===== config.mk =====
export PLATFORM = sky130hd
export DESIGN_NAME = pad_in_debounce
export DESIGN_NICKNAME = d
export VERILOG_FILES = /design/src/rtl/pad_in_debounce.sv
export SDC_FILE = /design/constraint.sdc
export NUM_CORES = 1
export LEC_CHECK = 0
export CAP_MARGIN = 25
export CORE_AREA = 4 4 41 43
export DETAILED_ROUTE_END_ITERATION = 10
export DIE_AREA = 0 0 45 47
export DONT_BUFFER_PORTS = 1
export PLACE_DENSITY_LB_ADDON = 0.25
export SLEW_MARGIN = 20
export SYNTH_ARGS = -nofsm -noshare
export SYNTH_HDL_FRONTEND = slang
export SYNTH_SLANG_ARGS = --single-unit

===== constraint.sdc =====
create_clock -name C -period 2.47 [get_ports C]
set_input_delay 0.247 -clock C [delete_from_list [all_inputs] [get_ports C]]
set_output_delay 0.247 -clock C [all_outputs]
set_load 0.01 [all_outputs]

===== src/rtl/pad_in_debounce.sv =====
// pad_in_debounce
//   Conditions an asynchronous pad input (IOB I output) for use by fabric logic.
//   The raw pad value goes through a synchroniser chain. The synchronised value
//   then has to differ from Q for DEBOUNCE consecutive CE-qualified cycles
//   before Q follows it. A clean level and one-cycle RISE/FALL pulses come out.
//   Place one instance per input pad, directly after the IOB/IBUF.
//
// Handshake/timing: there is no valid/ready handshake. PAD_I is sampled on
//   every rising edge of C. CE is a debounce tick: it only qualifies the
//   counter advance. Q, RISE, FALL and BUSY are all registered outputs.
//
// Ports
//   C      in   clock, rising edge
//   RD     in   asynchronous active-low reset
//   PAD_I  in   raw pad value, asynchronous to C
//   CE     in   debounce tick; the counter advances only when CE=1
//   Q      out  debounced level
//   RISE   out  one-cycle pulse, high in the first cycle Q reads 1
//   FALL   out  one-cycle pulse, high in the first cycle Q reads 0
//   BUSY   out  high while a candidate change is being counted; this is the
//               FSM state register itself (1 = COUNT), so it doubles as the
//               state debug view

module pad_in_debounce #(
    parameter int   SYNC_STAGES = 2,
    parameter int   DEBOUNCE    = 10,
    parameter logic RESET_LEVEL = 1'b0
) (
    input  logic C,
    input  logic RD,
    input  logic PAD_I,
    input  logic CE,
    output logic Q,
    output logic RISE,
    output logic FALL,
    output logic BUSY
);

    localparam int CW = $clog2(DEBOUNCE + 1);

    localparam logic [0:0] ST_IDLE  = 1'b0;
    localparam logic [0:0] ST_COUNT = 1'b1;

    logic [SYNC_STAGES-1:0] sync;
    logic                   s;
    logic [0:0]             state;
    logic [CW-1:0]          cnt;

    assign s    = sync[SYNC_STAGES-1];
    assign BUSY = (state == ST_COUNT);

    // The synchroniser runs every cycle, independent of CE. It reloads
    // RESET_LEVEL on reset so that release does not look like a pad edge.
    always_ff @(posedge C or negedge RD) begin
        if (!RD) begin
            sync <= {SYNC_STAGES{RESET_LEVEL}};
        end else begin
            sync <= {sync[SYNC_STAGES-2:0], PAD_I};
        end
    end

    // IDLE : s matches Q and cnt is 0.
    // COUNT: s differs from Q and cnt holds the number of qualifying ticks so far.
    // Any cycle where s matches Q again drops the candidate, whatever CE is.
    always_ff @(posedge C or negedge RD) begin
        if (!RD) begin
            state <= ST_IDLE;
            cnt   <= '0;
            Q     <= RESET_LEVEL;
            RISE  <= 1'b0;
            FALL  <= 1'b0;
        end else begin
            RISE <= 1'b0;
            FALL <= 1'b0;
            case (state)
                ST_IDLE: begin
                    if ((s != Q) && CE) begin
                        if (DEBOUNCE == 1) begin
                            // A single tick is enough: commit directly from IDLE.
                            Q    <= s;
                            RISE <= s;
                            FALL <= ~s;
                        end else begin
                            cnt   <= CW'(1);
                            state <= ST_COUNT;
                        end
                    end
                end
                ST_COUNT: begin
                    if (s == Q) begin
                        cnt   <= '0;
                        state <= ST_IDLE;
                    end else if (CE) begin
                        if (cnt == CW'(DEBOUNCE - 1)) begin
                            Q     <= s;
                            RISE  <= s;
                            FALL  <= ~s;
                            cnt   <= '0;
                            state <= ST_IDLE;
                        end else begin
                            cnt <= cnt + CW'(1);
                        end
                    end
                end
                default: begin
                    cnt   <= '0;
                    state <= ST_IDLE;
                end
            endcase
        end
    end

endmodule

==> reports/qor.log <==
INFO  timing         min_period=1.49ns
INFO  routing        drt-wirelength-per-cell=17.4um
INFO  clock_tree     htree_levels=1
INFO  clock_tree     cts.repair_timing.setup_buffer_count=0
INFO  grt            wire_length_of_the_first_global_routing_pass=1820um
INFO  setup_path     worst_ep_required_time=2.63ns
INFO  power          switching_power=0.0987mW
INFO  clock_tree     clock_tree.buffer_depth=2
INFO  logic_synthesis synth_area_leader_cell=sky130_fd_sc_hd__dfrtp_1
INFO  timing         timing.final.crit_share=60.5%
INFO  floorplan      die_w=45um
INFO  power          power.sequential.fraction=49.1%
INFO  floorplan      io-pin-count=8
INFO  routing        drt_drc_violations_left=0
INFO  min_path       holdCritPathClass=in2reg
INFO  timing         final_number_of_setup_violating_endpoints=0
INFO  routing        drt-initial-drc-count=11
INFO  grt            groute.usage.overall=12.7%
INFO  floorplan      placeableCoreArea=1300um^2
INFO  floorplan      initial_utilization=40.5%
INFO  logic_synthesis synth_warnings=0
INFO  setup_path     timing.critical_path.arrival=1.65ns
INFO  timing         worst_slew_margin_rel=70.1%
INFO  cells_and_area diodes=0
INFO  grt            grt_remaining_overflow=0
INFO  logic_synthesis yosys-top-cells-area=sky130_fd_sc_hd__dfrtp_1 (48%), sky130_fd_sc_hd__nor3b_1 (5.7%), sky130_fd_sc_hd__ha_1 (4.8%), sky130_fd_sc_hd__nand2b_1 (4.8%), sky130_fd_sc_hd__xor2_2 (3.1%)
INFO  setup_path     kind_of_start_point_of_the_critical_path=flop
INFO  logic_synthesis syn_area_per_cell=11.0um^2
INFO  setup_path     timing.rr.end=Q
INFO  logic_synthesis synthMostInstantiatedCell=sky130_fd_sc_hd__dfrtp_1
INFO  timing         timing_hold_violations_final=0
INFO  cells_and_area layout.nets=59
INFO  timing         final_critical_path_setup_slack=0.976ns
INFO  routing        routed-via-count=402
INFO  clock_tree     cts_tree=built
INFO  setup_path     worstReg2RegStart=cnt[0]
INFO  power          cellLeakagePower=0.263nW
INFO  setup_path     path_class=reg2reg
INFO  timing         timing.setup.tns=0ns
INFO  logic_synthesis synth_top_cells_by_count=sky130_fd_sc_hd__dfrtp_1 (10), sky130_fd_sc_hd__nand2b_1 (4), sky130_fd_sc_hd__nor3b_1 (4)
INFO  setup_path     crit_path_end_kind=flop
INFO  placement      dpl-instance-area=537um^2
INFO  placement      dp_hpwl=851um
INFO  timing         skew=0.00499ns
INFO  routing        finalWirelength=1160um
INFO  timing         worst-slew-pin-transition=0.446ns
INFO  logic_synthesis post_synth_instance_area=527um^2
INFO  grt            grt_start_max_net_pins=13
INFO  setup_path     cpPeakStageDelay=0.44ns
INFO  floorplan      die_h=47um
INFO  cells_and_area fillCellCount=130
INFO  cells_and_area final_cell_count_no_fill=67
INFO  setup_path     cp-startpoint=cnt[0]
INFO  power          switching_share=25.9%
INFO  power          powerDensity=643nW/um^2
INFO  power          internal_power=0.282mW
INFO  clock_tree     clock_tree.root_cell=sky130_fd_sc_hd__clkbuf_4
INFO  grt            grt_antenna_before_repair=0
INFO  clock_tree     worstSkewPairLatency=0.27ns
INFO  min_path       hold_start=CE
INFO  routing        drt_pre_antenna_iters=4
INFO  run            max-cap-violations=0
INFO  timing         grt_setup_unrepaired=false
INFO  clock_tree     cts_buffers=3
INFO  setup_path     cp_max_fo=7
INFO  routing        via_per_inst=6.00
INFO  placement      io_buffers=0
INFO  cells_and_area syn2layout_area_growth=12.6%
INFO  setup_path     rr_worst_depth=4
INFO  cells_and_area final_design_area_no_fill=593um^2
INFO  timing         final-max-slew-violation-count=0
INFO  logic_synthesis synth_fp_nets=54
INFO  setup_path     timing.critical_path.slowest_stage_cell=sky130_fd_sc_hd__dfrtp_1
INFO  logic_synthesis synth-seq-cells=10
INFO  setup_path     regToRegSetupSlack=0.98ns
INFO  placement      dpl.cell_count=61
INFO  clock_tree     clock-sinks=10
INFO  timing         max_freq=669MHz
INFO  grt            vias_in_the_first_global_route=377
INFO  min_path       whs_path_depth=1
INFO  placement      place_congestion=0.826
INFO  outcome        outcome=finished clean
INFO  logic_synthesis postSynthCellCount=48
INFO  power          vdd.ir_drop.worst=0.000389V
INFO  logic_synthesis number_of_enable_flip_flop_cells_after_synthesis=0
INFO  routing        final_antenna_net_count=0
INFO  logic_synthesis ys_async_sr_fraction=100%
INFO  logic_synthesis post_synth_num_cell_types=29
INFO  clock_tree     clk_pin_slew_worst_paths=0.08ns
INFO  power          power.share.clock=40.6%
INFO  cells_and_area share_of_final_layout_standard_cells_stronger_than_drive_strength_1=13.5%
INFO  floorplan      rows=13
INFO  setup_path     path_cells=ha_1, and3b_1, nand3_1, mux2_2
INFO  power          p_comb_share=10.3%
INFO  floorplan      die_area=2120um^2
INFO  logic_synthesis synth_flop_cell=sky130_fd_sc_hd__dfrtp_1
INFO  placement      placement.setup.worst_slack=0.972ns
INFO  logic_synthesis synth.top_cell.area_share=47.5%
INFO  logic_synthesis sequential_to_total_area_share_from_yosys_stat=47.5%
INFO  min_path       timing.hold.worst_endpoint=BUSY
critical path: cells and delay by family (launching register included):
family                     cells  cell delay [ns]
DFF                            1             0.44
adders and majority gates      1             0.23
muxes                          1             0.35
and+or+nand+nor                2             0.36
flip-flops by register name, indices dropped and copies added (netlist names):
register  flops
BUSY          1
FALL          1
Q             1
sync          2
cnt           4
RISE          1
power by group through the flow:
stage / Clock [mW] / Sequential [mW] / Combinational [mW]
floorplan: 0 / 0.184 / 0.0319
global placement: 0 / 0.189 / 0.0307
detailed placement: 0 / 0.191 / 0.0335
CTS: 0.153 / 0.187 / 0.0398
global route: 0.164 / 0.189 / 0.0450
finish: 0.155 / 0.187 / 0.0393
metal layers:
layer  global-route usage [%]  share of wire, %  up-vias
met2                     20.1                49       15
met5                        0                 0        -
met1                     14.2                42      199
met3                     3.45               4.2        6
met4                     11.1               4.5        0
li1                         -                 -      182
through the flow:
stage	total power [mW]	hold slack [ns]	utilization, %
2_1_floorplan	0.216	-0.0486	-
6_report	0.381	0.124	45.6
4_1_cts	0.380	0.123	45.6
3_5_place_dp	0.224	-0.0483	41.3
3_3_place_gp	0.219	-0.0483	41.3
5_1_grt	0.398	0.120	45.6
logic make-up after synthesis:
group	synth area share [%]
muxes	2.14
buffers and inverters	2.37
AOI/OAI and AO/OA	13.5
DFF	47.5
adders and majority gates	4.75
xor gates and xnor gates	4.75
and+or+nand+nor	24.9
area by class of cell:
class | instances | area, um^2 | share of cell area [%]
Tap cell | 15 | 18.8 | 3.16
Multi-Input combinational cell | 35 | 264 | 44.5
Inverter | 1 | 3.75 | 0.633
Clock buffer | 4 | 36.3 | 6.12
Timing Repair Buffer | 2 | 20.0 | 3.38
Sequential cell | 10 | 250 | 42.2
cell usage in the layout (no fill, tap or decap), drive strengths merged, types with 2 or more instances in the layout:
cell type,Yosys,routed
clkbuf,1,4
dfrtp,10,10
dlygate4sd3,0,2
ha,2,2
nand2,3,3
nand2b,4,4
nand3b,2,2
nor3b,4,4
worst max-delay path by stage:
stage / end / slack [ns]
after floorplan: Q / 1.06
after global placement: Q / 1.02
after detailed placement: Q / 0.97
after CTS: Q / 0.97
after global routing: Q / 0.90
final: Q / 0.98
repair_timing:
item / 4_1_cts / 5_1_grt
hold buffers: 2 / 0
resized for setup: 0 / 0
hold endpoints to repair: 11 / 0
Note: power is estimated with default switching activity, not from simulation.
